`config.mk`:
```
export PLATFORM = sky130hd
export DESIGN_NAME = rr_onehot_arbiter
export DESIGN_NICKNAME = d
export VERILOG_FILES = /design/src/rtl/rr_onehot_arbiter.sv
export SDC_FILE = /design/constraint.sdc
export NUM_CORES = 1
export LEC_CHECK = 0
export ABC_AREA = 1
export CORE_AREA = 3 3 58 60
export CTS_CLUSTER_SIZE = 20
export DETAILED_ROUTE_END_ITERATION = 6
export DIE_AREA = 0 0 61 63
export PLACE_DENSITY_LB_ADDON = 0.08
export RECOVER_POWER = 25
export SLEW_MARGIN = 20
export SYNTH_ARGS = -nofsm -noshare
export SYNTH_HDL_FRONTEND = slang
export SYNTH_SLANG_ARGS = --single-unit
```
`constraint.sdc`:
```
create_clock -name clk -period 5.1 [get_ports clk]
set_input_delay 1.02 -clock clk [delete_from_list [all_inputs] [get_ports clk]]
set_output_delay 1.02 -clock clk [all_outputs]
set_load 0.02 [all_outputs]
```
`src/rtl/rr_onehot_arbiter.sv`:
```
// Round-robin arbiter with a registered one-hot grant, zero-bubble handover
// and optional bounded-hold preemption for fairness.
module rr_onehot_arbiter #(
  parameter int N        = 4,
  parameter int MAX_HOLD = 8
) (
  input  logic                 clk,
  input  logic                 rst,
  input  logic [N-1:0]         req,
  output logic [N-1:0]         gnt,
  output logic [$clog2(N)-1:0] gnt_id,
  output logic                 busy
);

  localparam int IW = $clog2(N);
  localparam int HW = (MAX_HOLD > 0) ? $clog2(MAX_HOLD + 1) : 1;
  localparam bit PREEMPT = (MAX_HOLD != 0);
  localparam logic [HW-1:0] HOLD_LAST = (MAX_HOLD > 0) ? HW'(MAX_HOLD - 1) : '0;

  typedef enum logic {IDLE, OWN} state_t;

  state_t          state_q, state_d;
  logic [IW-1:0]   ptr_q, ptr_d;
  logic [HW-1:0]   hold_q, hold_d;
  logic [N-1:0]    gnt_q, gnt_d;
  logic [IW-1:0]   gnt_id_q, gnt_id_d;
  logic            busy_q, busy_d;

  logic [N-1:0]    others;
  logic [IW-1:0]   ptr_inc;
  logic            do_grant;
  logic [N-1:0]    pick_req;
  logic [IW-1:0]   pick_ptr;

  // Scans downward so the candidate closest to the pointer is the last (winning) write.
  function automatic logic [IW-1:0] pick_idx(input logic [N-1:0] r, input logic [IW-1:0] p);
    logic [IW-1:0] res;
    int            idx;
    res = '0;
    for (int k = N - 1; k >= 0; k--) begin
      idx = (int'(p) + k) % N;
      if (r[idx[IW-1:0]]) res = idx[IW-1:0];
    end
    return res;
  endfunction

  assign others  = req & ~gnt_q;
  assign ptr_inc = (gnt_id_q == IW'(N - 1)) ? '0 : gnt_id_q + 1'b1;

  always_comb begin
    state_d  = state_q;
    ptr_d    = ptr_q;
    hold_d   = hold_q;
    gnt_d    = gnt_q;
    gnt_id_d = gnt_id_q;
    busy_d   = busy_q;
    do_grant = 1'b0;
    pick_req = req;
    pick_ptr = ptr_q;

    case (state_q)
      IDLE: begin
        if (|req) do_grant = 1'b1;
      end
      OWN: begin
        if (!req[gnt_id_q]) begin
          ptr_d = ptr_inc;
          if (|others) begin
            do_grant = 1'b1;
            pick_ptr = ptr_inc;
          end else begin
            gnt_d    = '0;
            gnt_id_d = '0;
            busy_d   = 1'b0;
            hold_d   = '0;
            state_d  = IDLE;
          end
        end else if (PREEMPT && hold_q == HOLD_LAST && |others) begin
          // The current owner is excluded so it drops to lowest priority.
          ptr_d    = ptr_inc;
          pick_req = others;
          pick_ptr = ptr_inc;
          do_grant = 1'b1;
        end else if (|others) begin
          if (PREEMPT && hold_q != HOLD_LAST) hold_d = hold_q + 1'b1;
        end else begin
          hold_d = '0;
        end
      end
      default: state_d = IDLE;
    endcase

    if (do_grant) begin
      gnt_id_d           = pick_idx(pick_req, pick_ptr);
      gnt_d              = '0;
      gnt_d[gnt_id_d]    = 1'b1;
      busy_d             = 1'b1;
      hold_d             = '0;
      state_d            = OWN;
    end
  end

  always_ff @(posedge clk or posedge rst) begin
    if (rst) begin
      state_q  <= IDLE;
      ptr_q    <= '0;
      hold_q   <= '0;
      gnt_q    <= '0;
      gnt_id_q <= '0;
      busy_q   <= 1'b0;
    end else begin
      state_q  <= state_d;
      ptr_q    <= ptr_d;
      hold_q   <= hold_d;
      gnt_q    <= gnt_d;
      gnt_id_q <= gnt_id_d;
      busy_q   <= busy_d;
    end
  end

  assign gnt    = gnt_q;
  assign gnt_id = gnt_id_q;
  assign busy   = busy_q;

  assert property (@(posedge clk) disable iff (rst) $onehot0(gnt_q) && (busy_q == |gnt_q));

endmodule

```
==> flow_summary.html <==
<table>
<tr><th>Metric</th><th>Value</th></tr>
<tr><th colspan="2">Run status</th></tr>
<tr><td>Outcome</td><td>finished, final reports clean</td></tr>
<tr><th colspan="2">Timing</th></tr>
<tr><td>Clock period minus worst slack</td><td>roughly 2.9 ns</td></tr>
<tr><td>Slew headroom</td><td>a little over three fifths</td></tr>
<tr><td>Hold Vio Cnt, Final</td><td>0</td></tr>
<tr><td>Unrepaired setup endpoints after global routing</td><td>false</td></tr>
<tr><td>Fmax achieved</td><td>around 340 MHz</td></tr>
<tr><td>Total count of max-transition violations in the final report</td><td>0</td></tr>
<tr><td>Endpoints failing setup</td><td>0</td></tr>
<tr><td>WHS</td><td>approximately 0.5 ns</td></tr>
<tr><td>Period utilisation layout</td><td>56.85%</td></tr>
<tr><td>Worst Max-Slew Pin Slew</td><td>0.5513 ns</td></tr>
<tr><td>Total negative slack for setup checks</td><td>0 ns</td></tr>
<tr><td>Post-Route Skew</td><td>0.001390 ns</td></tr>
<tr><th colspan="2">Cells and area</th></tr>
<tr><td>Most common library cell in the layout ignoring fill and taps</td><td>nand2_1</td></tr>
<tr><td>Area growth from synthesis to final layout</td><td>14.03%</td></tr>
<tr><td>Proportion of layout cells with a drive suffix above 1</td><td>between 15 and 20%</td></tr>
<tr><td>Final Net Count</td><td>around 220</td></tr>
<tr><td>Commonest cells after routing, fill and taps aside</td><td>72 x nand2_1, 25 x inv_1, 21 x nand3_1</td></tr>
<tr><td>Multi-input gate area in the final layout</td><td>between 800 and 900 um^2</td></tr>
<tr><td>Footprint of the flip-flops and latches</td><td>~350 um^2</td></tr>
<tr><td>Number of filler cells placed in the layout</td><td>290</td></tr>
<tr><td>Antenna fix cells</td><td>0</td></tr>
<tr><th colspan="2">Clock tree</th></tr>
<tr><td>TritonCTS sink count</td><td>14</td></tr>
<tr><td>Largest buffer count on any clock path</td><td>2</td></tr>
<tr><td>Count of buffers added by post-CTS timing repair for setup</td><td>0</td></tr>
<tr><td>Hold bufs inserted after CTS</td><td>0</td></tr>
<tr><td>TritonCTS clock tree</td><td>yes</td></tr>
<tr><td>CTS Buf Count</td><td>3</td></tr>
<tr><td>Clock latency at the later pin of the worst-skew pair</td><td>between 0.2 and 0.3 ns</td></tr>
<tr><td>Clock root buffer master</td><td>clkbuf_4</td></tr>
<tr><td># H-tree levels</td><td>1</td></tr>
<tr><td>Clock transition time at the flip-flop clock pins of the worst setup and hold paths</td><td>roughly 0.08 ns</td></tr>
<tr><td>Resized Gates After CTS</td><td>0</td></tr>
<tr><th colspan="2">Logic synthesis</th></tr>
<tr><td>Seq cells post-synth</td><td>14</td></tr>
<tr><td>Mean area per synthesized cell</td><td>about 6.7 um^2</td></tr>
<tr><td>Biggest area consumer among synthesized cells</td><td>dfrtp_1</td></tr>
<tr><td>Part of the Yosys area used for sequential elements</td><td>between 20% and 30%</td></tr>
<tr><td>Cell count after synthesis</td><td>about 190</td></tr>
<tr><td>Synthesized cell area</td><td>between 1000 and 1500 um^2</td></tr>
<tr><td>Top post-synthesis cells by area</td><td>dfrtp_1 27%, nand2_1 21%, nand3_1 8.2%</td></tr>
<tr><td>Library cells used by synthesis</td><td>24</td></tr>
<tr><td>Net count of the mapped netlist</td><td>199</td></tr>
<tr><td>Top-area cell type share of the netlist area</td><td>a little over a quarter</td></tr>
<tr><td>Synthesis warning total</td><td>0</td></tr>
<tr><th colspan="2">Die</th></tr>
<tr><td>Number of top-level pins</td><td>13</td></tr>
<tr><td>Initial core utilization</td><td>a little over two fifths</td></tr>
<tr><td>Die boundary width</td><td>61 um</td></tr>
<tr><td>Placeable core region</td><td>2978 um^2</td></tr>
<tr><td>Num rows</td><td>20</td></tr>
<tr><td>Die height</td><td>roughly 63 um</td></tr>
<tr><td>Total die area</td><td>a little under 4000 um^2</td></tr>
<tr><th colspan="2">Setup path</th></tr>
<tr><td>Launching element type of the critical path</td><td>input pin</td></tr>
<tr><td>Largest stage delay on the critical path</td><td>0.55 ns</td></tr>
<tr><td>Maximum fanout encountered on the critical timing path</td><td>8</td></tr>
<tr><td>Cell depth of the worst flop-to-flop path</td><td>7</td></tr>
<tr><td>Reg-to-reg critical path endpoint</td><td>hold_q[0]</td></tr>
<tr><td>R2r startpoint</td><td>state_q</td></tr>
<tr><td>Data arrival, critical path</td><td>about 3.1 ns</td></tr>
<tr><td>CP Buf/Inv Count</td><td>3</td></tr>
<tr><td>Family of cells with the greatest summed delay on the critical path</td><td>simple AND/OR/NAND/NOR gates</td></tr>
<tr><td>Critical path cell sequence</td><td>clkdlybuf4s50_1, nand2_1, nand2_2, inv_2, nand2_4, nand3_1, nand3_2, nand3_4, nand2_4, nand2_1, nand3_1, nand2_1, a21oi_1, nand2_1, nand3_1, inv_1, nand2_1, nand2_1</td></tr>
<tr><td>Most frequent cell on the critical path</td><td>nand2_1</td></tr>
<tr><td>Critical Path Sink Type</td><td>register</td></tr>
<tr><td>Worst path required time</td><td>between 5 and 6 ns</td></tr>
<tr><td>CP max stage cell</td><td>clkdlybuf4s50_1</td></tr>
<tr><td>Slack of the worst reg-to-reg path</td><td>roughly 2.8 ns</td></tr>
<tr><td>Crit path kind</td><td>in2reg</td></tr>
<tr><th colspan="2">Min path</th></tr>
<tr><td>End point of the worst hold path</td><td>busy</td></tr>
<tr><td>Worst hold path type</td><td>reg2reg</td></tr>
<tr><td>Count of cells along the worst hold path</td><td>2</td></tr>
<tr><td>Startpoint of the lowest-slack hold path</td><td>busy</td></tr>
<tr><th colspan="2">Placement</th></tr>
<tr><td>Count of input and output buffers</td><td>12</td></tr>
<tr><td>Final weighted congestion in routability-driven placement</td><td>0.8890</td></tr>
<tr><td>HPWL reported at the end of detailed placement</td><td>roughly 2400 um</td></tr>
<tr><th colspan="2">Global routing</th></tr>
<tr><td>Largest net degree at the start of global routing</td><td>15</td></tr>
<tr><td>Global-route wire length before repair</td><td>about 5700 um</td></tr>
<tr><td>Remaining global-route overflow</td><td>0</td></tr>
<tr><td>Number of antenna violations at the first check in global routing</td><td>0</td></tr>
<tr><td>Overall routing resource usage</td><td>19.11%</td></tr>
<tr><td>Vias in the first global route</td><td>around 1300</td></tr>
<tr><th colspan="2">Drt</th></tr>
<tr><td>Detailed-route via count</td><td>1209</td></tr>
<tr><td>Detail Route met3 WL</td><td>roughly 130 um</td></tr>
<tr><td>Routed via count divided by cell count</td><td>roughly 5</td></tr>
<tr><td>Met2 Routed Length</td><td>roughly 1400 um</td></tr>
<tr><td>WL met1</td><td>between 1000 and 1500 um</td></tr>
<tr><td>DRC Markers</td><td>0</td></tr>
<tr><td>Drt first-iter violations</td><td>between 40 and 50</td></tr>
<tr><td>Routed Antenna Nets</td><td>0</td></tr>
<tr><td>Wire length per cell after detailed routing</td><td>12.58 um</td></tr>
<tr><td>Router iterations before antenna repair</td><td>4</td></tr>
<tr><td>Wire length reported by the detailed router</td><td>about 3000 um</td></tr>
<tr><td>Highest routing layer actually used</td><td>met4</td></tr>
<tr><th colspan="2">Pwr</th></tr>
<tr><td>Leakage power</td><td>~0.79 nW</td></tr>
<tr><td>Maximum vdd drop</td><td>0.3655 mV</td></tr>
<tr><td>Cell area power density</td><td>747.1 nW/um^2</td></tr>
<tr><th colspan="2">Flow run</th></tr>
<tr><td>Max-cap check violation count</td><td>0</td></tr>
</table>
Yosys cell counts, drive strengths merged:
library cell / number
a21oi: 3
buf: 1
dfrtp: 14
ha: 2
inv: 29
mux2i: 1
nand2: 87
nand3: 32
nand4: 1
nor2: 8
nor3: 1
o21ai: 8
o22ai: 2
xnor2: 1
xor2: 1
how the worst max path moves through the flow:
stage	cells after the start	to	startpoint	slack (ns)
6_report	18	gnt[2]	req[3]	2.20
5_1_grt	18	gnt[2]	req[0]	1.94
3_5_place_dp	18	gnt[2]	req[0]	1.90
3_3_place_gp	18	gnt[2]	req[3]	1.90
4_1_cts	18	gnt[2]	req[1]	2.19
2_1_floorplan	18	gnt[2]	req[2]	2.73
layout make-up:
class                   instances  share of cell area, %
multi-input cells             147                  55.77
flip-flops and latches         14                  24.10
inverters                      29                  7.487
repair buffers                 12                  8.262
well taps                      33                  2.840
clock buffers                   3                  1.549
routing by layer:
metal | GRT usage, % | up-vias
li1 | - | 635
met1 | 27.90 | 543
met2 | 28.61 | 25
met3 | 3.099 | 6
met4 | 5.420 | 0
met5 | 0 | -
registers in the layout, summed over array words and instances, names as in the netlist:
signal,flops
gnt_id,2
hold_q,4
ptr_q,2
gnt,4
state_q,1
busy,1
per-stage QoR:
stage / setup slack [ns] / power [mW] / std cells / utilization, % / cell area [um^2]
after floorplan: 2.728 / 0.8370 / 191 / - / 1275
after global placement: 1.901 / 1.010 / 235 / 48.07 / 1431
after detailed placement: 1.902 / 1.021 / 235 / 48.07 / 1431
after CTS: 2.192 / 1.089 / 238 / 48.82 / 1454
after global routing: 1.936 / 1.229 / 238 / 48.82 / 1454
final: 2.200 / 1.086 / 238 / 48.82 / 1454
cells by family (layout without fill, tap and decap cells):
| kind of cell | Yosys count | after routing | synth area share, % |
|---|---|---|---|
| AO/OA/AOI/OAI | 13 | 13 | 6.477 |
| XOR/XNOR | 2 | 2 | 1.374 |
| adder cells (fa/ha/maj) | 2 | 2 | 1.962 |
| buffers and inverters | 30 | 44 | 8.930 |
| flip-flops | 14 | 14 | 27.48 |
| multiplexers | 1 | 1 | 0.7851 |
| AND/OR/NAND/NOR | 129 | 129 | 52.99 |
power breakdown:
group / switching, mW / leakage, nW / internal, mW
clock network: 0.0356 / 0.0138 / 0.0274
registers: 0.0535 / 0.175 / 0.158
logic: 0.529 / 0.597 / 0.283
tightest hold or removal path, cell delays in order, from the launching register on:
cell and delay, ns:
dfrtp_1 0.35, nand2_1 0.05, nand2_1 0.06
Note: power is estimated with default switching activity, not from simulation.
